**src/rtl/dm_store_buffer_if.sv**
```systemverilog
// dm_store_buffer_if: store, load-hazard and DM write-port signals of the store buffer (fwd ports with DM_SB_FWD_EN)
interface dm_store_buffer_if #(parameter int PTRW = 2);
  logic            st_valid;
  logic [31:0]     st_addr;
  logic [31:0]     st_data;
  logic [1:0]      st_size;
  logic            st_ready;
  logic            misalign;
  logic            ld_valid;
  logic [31:0]     ld_addr;
  logic            ld_stall;
  logic            dm_busy;
  logic            dm_we;
  logic [31:0]     dm_addr;
  logic [31:0]     dm_wd;
  logic [3:0]      dm_be;
  logic [PTRW:0]   count;
`ifdef DM_SB_FWD_EN
  logic            fwd_hit;
  logic [31:0]     fwd_data;
`endif
  modport master (
`ifdef DM_SB_FWD_EN
    input  fwd_hit, fwd_data,
`endif
    output st_valid, st_addr, st_data, st_size, ld_valid, ld_addr, dm_busy,
    input  st_ready, misalign, ld_stall, dm_we, dm_addr, dm_wd, dm_be, count
  );
  modport slave (
`ifdef DM_SB_FWD_EN
    output fwd_hit, fwd_data,
`endif
    input  st_valid, st_addr, st_data, st_size, ld_valid, ld_addr, dm_busy,
    output st_ready, misalign, ld_stall, dm_we, dm_addr, dm_wd, dm_be, count
  );
endinterface

```
**src/rtl/dm_store_buffer.sv**
```systemverilog
// dm_store_buffer: FIFO store buffer feeding the DM write port with load-hazard stall; DM_SB_FWD_EN adds full-word forwarding
module dm_store_buffer #(
  parameter int DEPTH = 4,
  parameter int PTRW  = 2
) (
  input logic           clk,
  input logic           clr,
  dm_store_buffer_if.slave sb
);
  logic [31:0]      addr_q [DEPTH];
  logic [31:0]      data_q [DEPTH];
  logic [3:0]       be_q   [DEPTH];
  logic [DEPTH-1:0] vld_q;
  logic [PTRW-1:0]  head, tail, idx;
  logic [PTRW:0]    cnt;
  logic             mis_q, err, enq, deq, found;
  logic [3:0]       be_n;
`ifdef DM_SB_FWD_EN
  logic [3:0]       y_be;
  logic [31:0]      y_data;
  logic             fwd;
`endif
  always_comb begin
    be_n = sb.st_size == 2'b00 ? 4'b0001 << sb.st_addr[1:0] :
           sb.st_size == 2'b01 ? (sb.st_addr[1] ? 4'b1100 : 4'b0011) : 4'b1111;
    err  = (sb.st_size == 2'b11) | (sb.st_size == 2'b01 & sb.st_addr[0]) |
           (sb.st_size == 2'b10 & sb.st_addr[1:0] != 2'b00);
    enq  = sb.st_valid & sb.st_ready & ~err;
    deq  = sb.dm_we;
  end
  assign sb.st_ready = cnt != (PTRW+1)'(DEPTH);
  assign sb.dm_we    = (cnt != '0) & ~sb.dm_busy;
  assign sb.dm_addr  = addr_q[head];
  assign sb.dm_wd    = data_q[head];
  assign sb.dm_be    = be_q[head];
  assign sb.count    = cnt;
  assign sb.misalign = mis_q;
  always_ff @(posedge clk) begin
    if (enq) begin
      addr_q[tail] <= sb.st_addr;
      data_q[tail] <= sb.st_data;
      be_q[tail]   <= be_n;
    end
  end
  always_ff @(posedge clk or posedge clr) begin
    if (clr) begin
      vld_q <= '0;
      head  <= '0;
      tail  <= '0;
      cnt   <= '0;
      mis_q <= 1'b0;
    end else begin
      if (deq) vld_q[head] <= 1'b0;
      if (enq) vld_q[tail] <= 1'b1;
      head  <= head + PTRW'(deq);
      tail  <= tail + PTRW'(enq);
      cnt   <= cnt + (PTRW+1)'(enq) - (PTRW+1)'(deq);
      mis_q <= sb.st_valid & err;
    end
  end
  // scan youngest-first so the first hit is the most recent store to that word
  always_comb begin
    found = 1'b0;
    idx   = '0;
`ifdef DM_SB_FWD_EN
    y_be   = '0;
    y_data = '0;
`endif
    for (int i = 1; i <= DEPTH; i++) begin
      idx = tail - PTRW'(i);
      if (!found && vld_q[idx] && addr_q[idx][31:2] == sb.ld_addr[31:2]) begin
        found = 1'b1;
`ifdef DM_SB_FWD_EN
        y_be   = be_q[idx];
        y_data = data_q[idx];
`endif
      end
    end
`ifdef DM_SB_FWD_EN
    fwd         = found & (y_be == 4'b1111);
    sb.fwd_hit  = sb.ld_valid & fwd;
    sb.fwd_data = y_data;
    sb.ld_stall = sb.ld_valid & found & ~fwd;
`else
    sb.ld_stall = sb.ld_valid & found;
`endif
  end
endmodule

```
**src/flat_wrapper.sv**
```systemverilog
// flat-port wrapper written by rule: the top's interface ports become plain ports
module dm_store_buffer_flat 
#(
  parameter int DEPTH = 4,
  parameter int PTRW  = 2
)
  (clk, clr, sb_st_valid, sb_st_addr, sb_st_data, sb_st_size, sb_ld_valid, sb_ld_addr, sb_dm_busy, sb_st_ready, sb_misalign, sb_ld_stall, sb_dm_we, sb_dm_addr, sb_dm_wd, sb_dm_be, sb_count);
  dm_store_buffer_if #(.PTRW(PTRW)) sb_i ();
  input logic clk;
  input logic clr;
  input wire logic [$bits(sb_i.st_valid)-1:0] sb_st_valid;
  input wire logic [$bits(sb_i.st_addr)-1:0] sb_st_addr;
  input wire logic [$bits(sb_i.st_data)-1:0] sb_st_data;
  input wire logic [$bits(sb_i.st_size)-1:0] sb_st_size;
  input wire logic [$bits(sb_i.ld_valid)-1:0] sb_ld_valid;
  input wire logic [$bits(sb_i.ld_addr)-1:0] sb_ld_addr;
  input wire logic [$bits(sb_i.dm_busy)-1:0] sb_dm_busy;
  output wire logic [$bits(sb_i.st_ready)-1:0] sb_st_ready;
  output wire logic [$bits(sb_i.misalign)-1:0] sb_misalign;
  output wire logic [$bits(sb_i.ld_stall)-1:0] sb_ld_stall;
  output wire logic [$bits(sb_i.dm_we)-1:0] sb_dm_we;
  output wire logic [$bits(sb_i.dm_addr)-1:0] sb_dm_addr;
  output wire logic [$bits(sb_i.dm_wd)-1:0] sb_dm_wd;
  output wire logic [$bits(sb_i.dm_be)-1:0] sb_dm_be;
  output wire logic [$bits(sb_i.count)-1:0] sb_count;
  assign sb_i.st_valid = sb_st_valid;
  assign sb_i.st_addr = sb_st_addr;
  assign sb_i.st_data = sb_st_data;
  assign sb_i.st_size = sb_st_size;
  assign sb_i.ld_valid = sb_ld_valid;
  assign sb_i.ld_addr = sb_ld_addr;
  assign sb_i.dm_busy = sb_dm_busy;
  assign sb_st_ready = sb_i.st_ready;
  assign sb_misalign = sb_i.misalign;
  assign sb_ld_stall = sb_i.ld_stall;
  assign sb_dm_we = sb_i.dm_we;
  assign sb_dm_addr = sb_i.dm_addr;
  assign sb_dm_wd = sb_i.dm_wd;
  assign sb_dm_be = sb_i.dm_be;
  assign sb_count = sb_i.count;
  dm_store_buffer #(.DEPTH(DEPTH), .PTRW(PTRW)) u_core (.clk(clk), .clr(clr), .sb(sb_i));
endmodule
```
**config.mk**
```make
export PLATFORM = sky130hd
export DESIGN_NAME = dm_store_buffer_flat
export DESIGN_NICKNAME = d
export VERILOG_FILES = /design/src/rtl/dm_store_buffer_if.sv /design/src/rtl/dm_store_buffer.sv /design/src/flat_wrapper.sv
export SDC_FILE = /design/constraint.sdc
export NUM_CORES = 1
export LEC_CHECK = 0
export CAP_MARGIN = 30
export CORE_MARGIN = 2
export CORE_UTILIZATION = 61
export DETAILED_ROUTE_END_ITERATION = 6
export PLACE_DENSITY = 0.95
export SLEW_MARGIN = 30
export SYNTH_ARGS = -nofsm -noshare
export SYNTH_HDL_FRONTEND = slang
export SYNTH_SLANG_ARGS = --single-unit
```
**constraint.sdc**
```tcl
create_clock -name clk -period 12.5 [get_ports clk]
set_input_delay 2.5 -clock clk [delete_from_list [all_inputs] [get_ports clk]]
set_output_delay 2.5 -clock clk [all_outputs]
set_load 0.1 [all_outputs]
```
[Word-level counts from Yosys, hierarchy flattened]
Memories as Yosys holds them, arrays and structs flattened.
Cells that the tools add are included.
Cells by class
  add/subtract/negate cells: 7
  magnitude comparators: 7
  equal/unequal tests: 8
  shift-type cells: 1
  mux-type cells: 23
  bitwise gates (word level): 14
  reduce and logical (&&, ||, !) cells: 15
Operators by type and width (count)
  30-bit == test: 4
  4-bit 2-to-1 mux: 5
  2-bit by 3-bit < comparator with 1-bit output, second input constant: 5
  1-bit 2-to-1 mux: 12
  1-bit logical AND: 9
  1-bit binary-select mux with 2-bit select: 4
  1-bit AND: 7
  2-bit by 1-bit adder with 2-bit output: 2
  4-bit AND: 1
  1-bit demux with 2-bit select: 2
  2-bit == test, second input constant: 2
  2-bit by 1-bit >= comparator with 1-bit output, second input constant: 2
  4-bit NOT: 1
  4-bit bitwise OR: 1
  1-bit by 2-bit << shifter with 4-bit output, first input constant: 1
  2-bit subtractor, second input constant: 2
  3-bit by 1-bit adder with 3-bit output: 1
  1-bit logical NOT: 3
  3-bit != test, second input constant: 1
  3-bit nonzero test: 1
  3-bit by 1-bit subtractor with 3-bit output: 1
  2-bit by 1-bit == test with 1-bit output, second input constant: 1
  2-bit logical NOT: 1
  1-bit NOT: 2
  3 further kinds: 4
Word-level totals
  register bits: 12
  memory bits (writable): 272
  input port bits: 103
  output and inout bits: 75
  word-level logic and storage cells: 83
  memories: 3
Memories
  u_core.addr_q: words 4, bits a word 32, rd ports 5, clocked after memory_dff 0, write ports 1, line dm_store_buffer.sv:10  | logic [31:0] addr_q [DEPTH];
  u_core.data_q: words 4, bits a word 32, rd ports 1, clocked after memory_dff 0, write ports 1, line dm_store_buffer.sv:11  | logic [31:0] data_q [DEPTH];
  u_core.be_q: words 4, bits a word 4, rd ports 1, clocked after memory_dff 0, write ports 1, line dm_store_buffer.sv:12  | logic [3:0] be_q [DEPTH];

[Longest topological paths before layout]
Gate-level depths: netlist of the first run.
  depth in word-level cells: 18
  gate-level depth with buffers: 17
  gate-level depth less buffers: 9

[Worst setup path after synthesis of the first run]
No wires, ideal clock.
  kind: input port to output port
  start point: input port sb_ld_addr[23]
  end point: output port sb_ld_stall
  data arrival time: 4655 ps
  required time: 10000 ps
  setup slack: 5345 ps
  stages: 7
  buffers on the path: 1
  cells stage by stage: clkbuf_1 o22ai_1 a211o_1 a211oi_1 nand3_1 a2111oi_2 o41a_1
On the way
  longest elaborated chain between the ends: 16
  elaborated cells between the ends (all ways): 19
  those cells by class: eq/ne: 4; mux: 4; bitwise: 1; reduce/logical: 10
Ends and longest elaborated chain
  from (decl): line flat_wrapper.sv:16  | input wire logic [$bits(sb_i.ld_addr)-1:0] sb_ld_addr;
  30-bit == test: line dm_store_buffer.sv:71  | if (!found && vld_q[idx] && addr_q[idx][31:2] == sb.ld_addr[31:2]) begin
  1-bit logical AND: line dm_store_buffer.sv:71
  1-bit 2-to-1 mux: line dm_store_buffer.sv:71
  1-bit logical NOT: line dm_store_buffer.sv:71
  1-bit logical AND (2 in series): line dm_store_buffer.sv:71
  1-bit 2-to-1 mux: line dm_store_buffer.sv:71
  1-bit logical NOT: line dm_store_buffer.sv:71
  1-bit logical AND (2 in series): line dm_store_buffer.sv:71
  1-bit 2-to-1 mux: line dm_store_buffer.sv:71
  1-bit logical NOT: line dm_store_buffer.sv:71
  1-bit logical AND (2 in series): line dm_store_buffer.sv:71
  1-bit 2-to-1 mux *: line dm_store_buffer.sv:71
  1-bit AND *: line dm_store_buffer.sv:85  | sb.ld_stall = sb.ld_valid & found;
  to (decl): line flat_wrapper.sv:20  | output wire logic [$bits(sb_i.ld_stall)-1:0] sb_ld_stall;
Every way passes the cells marked *; elsewhere a longest branch is shown, timed or not.

[Worst setup path after layout of the first run]
  start point: register u_core.tail[0]
  end point: output port sb_ld_stall
On the way
  longest elaborated chain between the ends: 18
  elaborated cells between the ends (all ways): 31
  those cells by class: add/sub: 3; eq/ne: 4; mux: 12; bitwise: 1; reduce/logical: 10; memory: 1
Ends and longest elaborated chain
  from (decl): line dm_store_buffer.sv:14  | logic [PTRW-1:0] head, tail, idx;
  from (signal assigned): line dm_store_buffer.sv:56  | tail <= tail + PTRW'(enq);
  2-bit by 1-bit subtractor with 2-bit output: line dm_store_buffer.sv:70  | idx = tail - PTRW'(i);
  memory read 4 x 32 bit / 1-bit binary-select mux with 2-bit select (equally long branches)
  30-bit == test / 1-bit 2-to-1 mux (equally long branches): line dm_store_buffer.sv:71
  1-bit logical AND: line dm_store_buffer.sv:71
  1-bit 2-to-1 mux: line dm_store_buffer.sv:71
  1-bit logical NOT: line dm_store_buffer.sv:71
  1-bit logical AND (2 in series): line dm_store_buffer.sv:71
  1-bit 2-to-1 mux: line dm_store_buffer.sv:71
  1-bit logical NOT: line dm_store_buffer.sv:71
  1-bit logical AND (2 in series): line dm_store_buffer.sv:71
  1-bit 2-to-1 mux: line dm_store_buffer.sv:71
  1-bit logical NOT: line dm_store_buffer.sv:71
  1-bit logical AND (2 in series): line dm_store_buffer.sv:71
  1-bit 2-to-1 mux *: line dm_store_buffer.sv:71
  1-bit AND *: line dm_store_buffer.sv:85
Every way passes the cells marked *; elsewhere a longest branch is shown, timed or not. The select of a mux whose other input is x is not followed.

==> metrics.txt, run 1 <==
net count after synthesis a little over 1,000; shortest clock period the worst path allows after layout between 8 and 9 ns; via count of the first global-routing pass 9,602; max-slew violation count 0; register bit count reported by yosys between 200 and 300; fraction of registers with async set/reset 0.0423; most frequent standard cell in the layout excluding fill and tap cells sky130_fd_sc_hd__edfxtp_1; final antenna-violating net count 0; starting utilization of the core area 0.618; initial antenna violation count 2; number of detailed-routing iterations run before antenna repair 5; number of failing hold endpoints at the final stage 0; type of the tightest min-delay check reg2reg; number of nets in the layout ~1,200; instance count of the mapped netlist 910; ratio of final minimum period to clock period 0.718; fraction of final layout cells sized beyond drive strength 1 0.189; final worst clock skew ~0.021 ns; Worst EP arrival 6.47 ns; Clock Pin Slew Worst Setup and Hold Paths ~0.060 ns; final antenna diode count 0; clock latency on the worst-skew pair approximately 0.55 ns; cell at the root of the clock tree sky130_fd_sc_hd__clkbuf_16; I/O Buffers between 150 and 200; Initial DRC Count between 900 and 1,000; RSZ-0062 raised after global routing no; Required @ worst endpoint approximately 10 ns; count of different cell masters after synthesis 51; CTS-repair resized insts 0; area of the core region around 24,000 um2; max incr delay on CP between 1 and 1.5 ns; first-pass GRT wire length ~60,000 um; total wire length ~40,000 um; status completed; share of synthesized area occupied by flip-flops and latches 0.565; GP Congestion 0.955; worst slew margin relative to its limit 0.307; Buffers & Inverters on Critical Path 3; Critical Setup Path Class reg2out; synthesized area between 10,000 and 15,000 um2; cells taking the most area after synthesis sky130_fd_sc_hd__edfxtp_1, sky130_fd_sc_hd__mux4_2, sky130_fd_sc_hd__mux2i_1, sky130_fd_sc_hd__xor2_1, sky130_fd_sc_hd__xnor2_1; vias after detailed routing around 9,500; number of cell rows 57; Via-to-Cell Ratio around 6.7; count of final setup violators 0; cell family with most CP delay buffers and inverters; post-synthesis average cell area 16.5 um2; sequence of cells on the critical path inv_1 -> ha_4 -> buf_4 -> mux4_2 -> xnor2_1 -> nand4_1 -> nor4_1 -> and4_1 -> o41a_1 -> clkdlybuf4s50_1; total track usage 0.311; Synth top area share 0.545; commonest cells after routing, fill and taps aside sky130_fd_sc_hd__edfxtp_1, sky130_fd_sc_hd__clkdlybuf4s50_1, sky130_fd_sc_hd__mux4_2; library cell with the largest summed area after synthesis sky130_fd_sc_hd__edfxtp_1; total CTS buffers 29; total negative setup slack 0 ns; sort of element at the end of the critical path output pin; clock sinks between 200 and 300; Die Height about 160 um; Worst path depth 10; DIE WIDTH 161 um; main flop type after synthesis sky130_fd_sc_hd__edfxtp_1; Post-CTS Setup Inserts 0; overall die area between 20,000 and 30,000 um2; highest attainable clock frequency ~110 MHz; clock tree from TritonCTS built; total gr overflow 0; total of warnings raised by yosys 0; Clock Tree Buf Depth 3; per-cell routed wire length roughly 28 um; Max H-tree Level 1; number of stages on the worst hold path 1; CTS hold repair buffers 0; slowest stage cell on the critical path sky130_fd_sc_hd__clkdlybuf4s50_1; number of remaining DRC errors 0; Synth-to-Final Area Change 19.2%; crit path max fanout 43; number of max-capacitance violations reported 0; largest net degree at the start of global routing between 50 and 60; IO Count between 150 and 200; R2R cell count 4; Worst-Margin Slew 1.04 ns; number of enable-type register cells in the synthesized netlist about 270; final HPWL from detailed placement about 26,000 um; CP Launch Type flop
-- cell families (layout without fill, tap and decap cells) --
group,after synthesis,after routing,synth area share
mux,224,224,0.260
fa+ha+maj,9,9,0.00801
xor+xnor,95,95,0.0555
compound gates,98,98,0.0469
simple gates,118,118,0.0375
buf+inv,82,255,0.0273
flops,284,284,0.565
-- flip-flops by register name, summed over array words and instances, names as in the netlist --
name	flops
u_core.addr_q	128
u_core.sb.misalign	1
u_core.data_q	128
u_core.sb.count	3
u_core.tail	2
u_core.vld_q	4
u_core.be_q	16
u_core.head	2
-- synth_stat cells, types with 3 or more instances --
master / number
sky130_fd_sc_hd__edfxtp_1: 272
sky130_fd_sc_hd__mux4_2: 132
sky130_fd_sc_hd__mux2i_1: 89
sky130_fd_sc_hd__xor2_1: 52
sky130_fd_sc_hd__nand2_1: 46
sky130_fd_sc_hd__xnor2_1: 43
sky130_fd_sc_hd__clkbuf_1: 27
sky130_fd_sc_hd__o21ai_0: 21
sky130_fd_sc_hd__nor2_1: 18
sky130_fd_sc_hd__buf_2: 15
sky130_fd_sc_hd__inv_1: 15
sky130_fd_sc_hd__nor4_1: 13
sky130_fd_sc_hd__dfrtp_1: 12
sky130_fd_sc_hd__nand3_1: 12
sky130_fd_sc_hd__a21oi_1: 11
sky130_fd_sc_hd__buf_1: 11
sky130_fd_sc_hd__o22ai_1: 10
sky130_fd_sc_hd__nor3_1: 9
sky130_fd_sc_hd__o221ai_1: 9
sky130_fd_sc_hd__ha_1: 8
sky130_fd_sc_hd__nand4_1: 8
sky130_fd_sc_hd__o211ai_1: 8
sky130_fd_sc_hd__buf_4: 6
sky130_fd_sc_hd__a221oi_1: 5
sky130_fd_sc_hd__and2_1: 5
sky130_fd_sc_hd__buf_6: 5
sky130_fd_sc_hd__a211oi_1: 4
sky130_fd_sc_hd__a22oi_1: 4
sky130_fd_sc_hd__o21bai_1: 4
sky130_fd_sc_hd__mux2_2: 3
sky130_fd_sc_hd__nand2b_1: 3
sky130_fd_sc_hd__o2111ai_1: 3
-- per-stage QoR --
stage | utilization | setup slack, ns | hold WS, ns | cells | cell area [um2]
2_1_floorplan | - | 5.34 | 0.464 | 910 | 15000
3_3_place_gp | 0.696 | 4.08 | 0.513 | 1349 | 16900
3_5_place_dp | 0.700 | 4.09 | 0.559 | 1354 | 17000
4_1_cts | 0.738 | 3.61 | 0.557 | 1407 | 17900
5_1_grt | 0.737 | 3.23 | 0.581 | 1407 | 17900
6_report | 0.737 | 3.53 | 0.571 | 1407 | 17900
-- cell type report --
type,instances,area [um2]
inverter,16,60.1
clock inverter,20,183
fill,1473,6370
tap,324,405
multi-input combinational,544,6140
timing repair buffer,186,1870
sequential,284,8480
clock buffer,33,741
-- path summary, 6_finish.rpt --
kind / from / slack (ns) / endpoint
max in group asynchronous: clr / 9.81 / u_core.tail[0]
max: u_core.tail[0] / 3.53 / sb_ld_stall
min: u_core.sb.count[2] / 0.57 / u_core.sb.count[2]
min reg2reg: u_core.sb.count[2] / 0.57 / u_core.sb.count[2]
max reg2reg: u_core.tail[0] / 9.63 / u_core.addr_q[3][16]
min in group asynchronous: clr / 2.30 / u_core.vld_q[1]
-- worst reg2reg max path, delay by kind of cell (launching register included) --
kind / cells / cell delay (ns)
adders and majority gates: 1 / 0.27
buffers and inverters: 2 / 0.98
DFF: 1 / 0.76
and+or+nand+nor: 1 / 0.51
-- layer usage --
layer | global-route usage | share of wire
met4 | 0.0954 | 0.030
met3 | 0.0783 | 0.099
met1 | 0.413 | 0.37
met5 | 0 | 0.00023
met2 | 0.516 | 0.50
Power of run 1 is not shown: default switching activity piles up to over one toggle a cycle in this logic, so the estimate is an artifact.
==> run 2: changes to the inputs <==
--- a/config.mk
+++ b/config.mk
@@ -7,9 +7,9 @@
 export LEC_CHECK = 0
 export CAP_MARGIN = 30
 export CORE_MARGIN = 2
-export CORE_UTILIZATION = 61
+export CORE_UTILIZATION = 57
 export DETAILED_ROUTE_END_ITERATION = 6
-export PLACE_DENSITY = 0.95
+export PLACE_DENSITY = 0.93
 export SLEW_MARGIN = 30
 export SYNTH_ARGS = -nofsm -noshare
 export SYNTH_HDL_FRONTEND = slang
==> constraint.sdc (replaced) <==
create_clock -name clk -period 9.31 [get_ports clk]
set_input_delay 1.862 -clock clk [delete_from_list [all_inputs] [get_ports clk]]
set_output_delay 1.862 -clock clk [all_outputs]
set_load 0.1 [all_outputs]
==> run 2 against run 1 <==
Effect of this change:
- design area shrank 0.13%
- routed wire length decreased by 1.2%
- global-route usage fell by 2.6 points
- core utilization is 4.8 points lower
- hold slack gained 0.0092 ns
- clock skew shrank 0.0032 ns
- non-clock buffer count rose by 3
- critical path depth up 1
- register-to-register slack worse by 2.9 ns
- cell count grew 0.85%
- clock-buffer cell count is 5 higher
- sequential cell count stayed put
- highest routed layer is now met4
==> metrics.txt, run 2 (synthesized netlist as in run 1, its figures left out) <==
Synth-to-Final Area Change 19.1%; total wire length 39,200 um; Max H-tree Level 1; per-cell routed wire length roughly 28 um; clock sinks ~280; final antenna-violating net count 0; shortest clock period the worst path allows after layout 7.35 ns; CTS-repair resized insts 0; FF-to-FF Start u_core.tail[1]; Via-to-Cell Ratio approximately 6.6; Worst-Margin Slew ~1.0 ns; cell type with the highest occurrence count on the critical path sky130_fd_sc_hd__buf_4; number of failing hold endpoints at the final stage 0; IO Count between 150 and 200; via count of the first global-routing pass about 9,500; total gr overflow 0; count of final setup violators 0; sequence of cells on the critical path buf_4 -> clkinv_1 -> ha_4 -> buf_4 -> mux4_2 -> xnor2_1 -> nand4_1 -> nor4_1 -> and4_1 -> o41a_1 -> buf_4; R2R cell count 6; Post-CTS Setup Inserts 0; Required @ worst endpoint 7.45 ns; Worst Hold Path EP u_core.vld_q[1]; Initial DRC Count slightly above 800; Worst EP arrival between 5 and 6 ns; crit path max fanout 48; number of max-capacitance violations reported 0; first-pass GRT wire length roughly 60,000 um; total track usage 0.285; final worst clock skew between 0.015 and 0.02 ns; clock tree from TritonCTS built; RSZ-0062 raised after global routing no; sort of element at the end of the critical path output pin; number of nets in the layout approximately 1,200; largest net degree at the start of global routing 67; ratio of final minimum period to clock period 0.790; Clock Pin Slew Worst Setup and Hold Paths about 0.060 ns; Critical Setup Path Class reg2out; initial antenna violation count 2; vias after detailed routing between 9,000 and 10,000; area of the core region roughly 26,000 um2; number of cell rows 59; GP Congestion roughly 0.98; I/O Buffers about 180; worst slew margin relative to its limit 0.305; startpoint of the worst hold path u_core.vld_q[1]; final HPWL from detailed placement 27,000 um; endpoint of the most critical register-to-register path u_core.vld_q[1]; starting utilization of the core area 0.579; number of detailed-routing iterations run before antenna repair 5; slowest stage cell on the critical path sky130_fd_sc_hd__ha_4; CP Launch Type flop; CTS hold repair buffers 0; number of remaining DRC errors 0; max-slew violation count 0; total CTS buffers 27; Clock Tree Buf Depth 3; clock latency on the worst-skew pair ~0.56 ns; fraction of final layout cells sized beyond drive strength 1 0.192; Worst R2R Setup Slack about 6.7 ns; commonest cells after routing, fill and taps aside sky130_fd_sc_hd__edfxtp_1, sky130_fd_sc_hd__clkdlybuf4s50_1, sky130_fd_sc_hd__mux4_2; DIE WIDTH about 170 um; Largest regs u_core.addr_q (128), u_core.data_q (128), u_core.be_q (16); crit path setup slack, layout a little under 2 ns; most frequent standard cell in the layout excluding fill and tap cells sky130_fd_sc_hd__edfxtp_1; status completed; Die Height between 150 and 200 um; type of the tightest min-delay check reg2reg; Post-Place Setup Slack 1.94 ns; total negative setup slack 0 ns; highest attainable clock frequency ~140 MHz; number of stages on the worst hold path 1; number of placed instances, taps included approximately 1,400; max incr delay on CP 0.87 ns; cell at the root of the clock tree sky130_fd_sc_hd__clkbuf_16; overall die area 27,600 um2; post-layout instance count excluding filler cells approximately 1,400
-- run 2: cell count changes in the layout (fill, tap and decap cells not counted), moves of 2 or more --
cell | previous run | this run
sky130_fd_sc_hd__clkdlybuf4s50_1 | 168 | 163
sky130_fd_sc_hd__clkbuf_1 | 4 | 10
sky130_fd_sc_hd__clkbuf_16 | 29 | 27
sky130_fd_sc_hd__buf_12 | 4 | 6
sky130_fd_sc_hd__clkbuf_2 | 3 | 0
sky130_fd_sc_hd__buf_2 | 4 | 11
sky130_fd_sc_hd__clkinv_1 | 9 | 5
sky130_fd_sc_hd__clkinvlp_4 | 3 | 0
-- run 2: critical path: cells and delay by family (launching register included) --
family	cells	cell delay (ns)
fa+ha+maj	1	0.87
flops	1	0.34
simple gates	3	0.93
buf+inv	4	1.75
xor+xnor	1	0.24
compound gates	1	0.20
mux	1	0.55
-- run 2: how the worst max path moves through the flow --
stage                     depth (start not counted)     endpoint            from  slack (ns)
final                                            11  sb_ld_stall  u_core.tail[1]        1.96
after global routing                             11  sb_ld_stall  u_core.tail[1]        1.73
after CTS                                        11  sb_ld_stall  u_core.tail[1]        1.30
after detailed placement                         11  sb_ld_stall  u_core.tail[1]        1.94
after global placement                           11  sb_ld_stall  u_core.tail[1]        1.95
after floorplan                                   7  sb_ld_stall  sb_ld_addr[23]        3.43
-- run 2: cell type report --
type	count	area, um2
Multi-Input combinational cell	544	6140
Tap cell	335	419
Inverter	16	60.1
Fill cell	1681	8060
Clock inverter	12	120
Timing Repair Buffer	189	1910
Sequential cell	284	8480
Clock buffer	38	727
Antenna cell	1	2.50
-- run 2: per-layer routing --
metal	wire length (um)	vias to the layer above	GRT usage
met3	3570	70	0.0770
met5	0	-	0
met1	14900	4783	0.376
met4	1270	0	0.0915
li1	-	4019	-
met2	19500	484	0.469
-- run 2: metrics by stage --
| step | instance area, um2 | hold slack [ns] | utilization |
|---|---|---|---|
| after floorplan | 15000 | 0.464 | - |
| after global placement | 16900 | 0.511 | 0.652 |
| after detailed placement | 17000 | 0.560 | 0.657 |
| after CTS | 17900 | 0.574 | 0.690 |
| after global routing | 17800 | 0.595 | 0.689 |
| final | 17900 | 0.580 | 0.689 |
Power of run 2 is left out for the same reason.
==> run 3: changes to the inputs <==
==> constraint.sdc (replaced) <==
create_clock -name clk -period 7.2 [get_ports clk]
set_input_delay 1.44 -clock clk [delete_from_list [all_inputs] [get_ports clk]]
set_output_delay 1.44 -clock clk [all_outputs]
set_load 0.1 [all_outputs]
==> run 3 against run 2 <==
Effect of this change:
- hold slack worse by 0.041 ns
- cell count hardly changed
- worst setup slack worse by 0.90 ns
- register-to-register slack worse by 2.1 ns
- clock skew is 0.0043 ns lower
- first-iteration DRC count is 12% higher
- sequential share of layout area is 0.38 points lower
- sequential cell count stayed put
- clock-buffer cell count is 4 lower
- critical path depth is 1 lower
- die area stayed put
- core utilization is 0.56 points higher
- critical endpoint unchanged
- largest cell class unchanged
==> metrics.txt, run 3 (synthesized netlist as in run 1, its figures left out) <==
CP Launch Type flop; IO Count roughly 180; Clock Pin Slew Worst Setup and Hold Paths ~0.060 ns; fraction of final layout cells sized beyond drive strength 1 0.195; cell type with the highest occurrence count on the critical path sky130_fd_sc_hd__buf_12; final HPWL from detailed placement ~27,000 um; Die Height 166 um; Clock Tree Buf Depth 3; worst slew margin relative to its limit 0.298; CTS hold repair buffers 0; Worst EP arrival around 4.7 ns; cell at the root of the clock tree sky130_fd_sc_hd__clkbuf_16; Post-CTS Setup Inserts 0; Initial DRC Count between 900 and 1,000; max-slew violation count 0; ratio of final minimum period to clock period 0.854; area of the core region ~26,000 um2; final design utilization 0.694; total gr overflow 0; starting utilization of the core area 0.579; total negative setup slack 0 ns; final hold slack between 0.5 and 0.6 ns; cell family with most CP delay buffers and inverters; I/O Buffers approximately 180; Synth-to-Final Area Change 20.0%; number of detailed-routing iterations run before antenna repair 6; highest attainable clock frequency ~160 MHz; Buffers & Inverters on Critical Path 3; clock tree from TritonCTS built; CTS-repair resized insts 0; status completed; per-cell routed wire length approximately 28 um; count of final setup violators 0; RSZ-0062 raised after global routing no; number of max-capacitance violations reported 0; crit path max fanout 41; GP Congestion around 1.0; via count of the first global-routing pass 9,650; overall die area approximately 28,000 um2; Required @ worst endpoint approximately 5.8 ns; Max H-tree Level 1; number of nets in the layout between 1,000 and 1,500; number of failing hold endpoints at the final stage 0; Worst R2R Setup Slack 4.68 ns; final antenna-violating net count 0; shortest clock period the worst path allows after layout between 6 and 7 ns; number of cell rows just under 60; Largest regs u_core.addr_q (128), u_core.data_q (128), u_core.be_q (16); Critical Setup Path Class reg2out; vias after detailed routing roughly 9,500; sort of element at the end of the critical path output pin; sequence of cells on the critical path inv_1 -> ha_4 -> buf_12 -> mux4_2 -> xnor2_1 -> nand4_1 -> nor4_1 -> and4_1 -> o41a_1 -> buf_12; Worst-Margin Slew between 1 and 1.5 ns; type of the tightest min-delay check reg2reg; slowest stage cell on the critical path sky130_fd_sc_hd__ha_4; largest net degree at the start of global routing 123; most frequent standard cell in the layout excluding fill and tap cells sky130_fd_sc_hd__edfxtp_1; initial antenna violation count 1; Fill cells 1,668; DIE WIDTH ~170 um; total track usage 0.285; Via-to-Cell Ratio approximately 6.7; commonest cells after routing, fill and taps aside sky130_fd_sc_hd__edfxtp_1, sky130_fd_sc_hd__clkdlybuf4s50_1, sky130_fd_sc_hd__mux4_2; first-pass GRT wire length a little under 60,000 um; final worst clock skew around 0.014 ns; clock sinks 284; total wire length slightly below 40,000 um; max incr delay on CP approximately 0.59 ns; number of remaining DRC errors 0; total CTS buffers 28; clock latency on the worst-skew pair approximately 0.55 ns
## run 3: cell types whose count changed in the layout (fill, tap and decap cells not counted), moves of 3 or more
cell	before	now
sky130_fd_sc_hd__buf_12	6	10
sky130_fd_sc_hd__buf_2	11	8
sky130_fd_sc_hd__clkbuf_1	10	5
sky130_fd_sc_hd__clkdlybuf4s50_1	163	166
## run 3: worst register-to-register path: stages (launching register included)
cell and delay [ns]:
sky130_fd_sc_hd__dfrtp_1 0.48, sky130_fd_sc_hd__nor2_1 0.07, sky130_fd_sc_hd__nand2_1 0.09, sky130_fd_sc_hd__nand2_1 0.06, sky130_fd_sc_hd__nor2_1 0.46, sky130_fd_sc_hd__and2_4 0.69, sky130_fd_sc_hd__buf_12 0.32
## run 3: layer usage
| metal | vias to the layer above | global-route usage | routed length, um |
|---|---|---|---|
| li1 | 4028 | - | - |
| met1 | 4847 | 0.372 | 15000 |
| met4 | 0 | 0.0938 | 1390 |
| met2 | 505 | 0.476 | 19500 |
| met5 | - | 0 | 0 |
| met3 | 83 | 0.0708 | 3700 |
## run 3: final cells by class
| type | count | area, um2 | area share |
|---|---|---|---|
| multi-input combinational | 544 | 6140 | 0.341 |
| clock buffer | 34 | 744 | 0.0414 |
| timing repair buffer | 189 | 1960 | 0.109 |
| tap | 335 | 419 | 0.0233 |
| antenna | 1 | 2.50 | 0.000139 |
| clock inverter | 17 | 193 | 0.0107 |
| sequential | 284 | 8480 | 0.471 |
| inverter | 16 | 60.1 | 0.00334 |
## run 3: path summary, 6_finish.rpt
path | start | end | depth (start not counted)
setup / recovery | u_core.tail[0] | sb_ld_stall | 10
hold / removal | u_core.sb.count[2] | u_core.sb.count[2] | 1
setup reg to reg | u_core.sb.count[1] | u_core.addr_q[3][8] | 6
hold reg to reg | u_core.sb.count[2] | u_core.sb.count[2] | 1
max in group asynchronous | clr | u_core.tail[0] | 2
min in group asynchronous | clr | u_core.sb.count[1] | 2
## run 3: per-stage QoR
step / instance area (um2) / setup WS, ns / cells
after CTS: 18000 / 1.15 / 1419
after detailed placement: 17100 / 1.72 / 1368
after global placement: 16900 / 1.71 / 1360
final: 18000 / 1.05 / 1420
after global routing: 18000 / 0.938 / 1419
after floorplan: 15000 / 1.84 / 910
Power of run 3 is left out for the same reason.
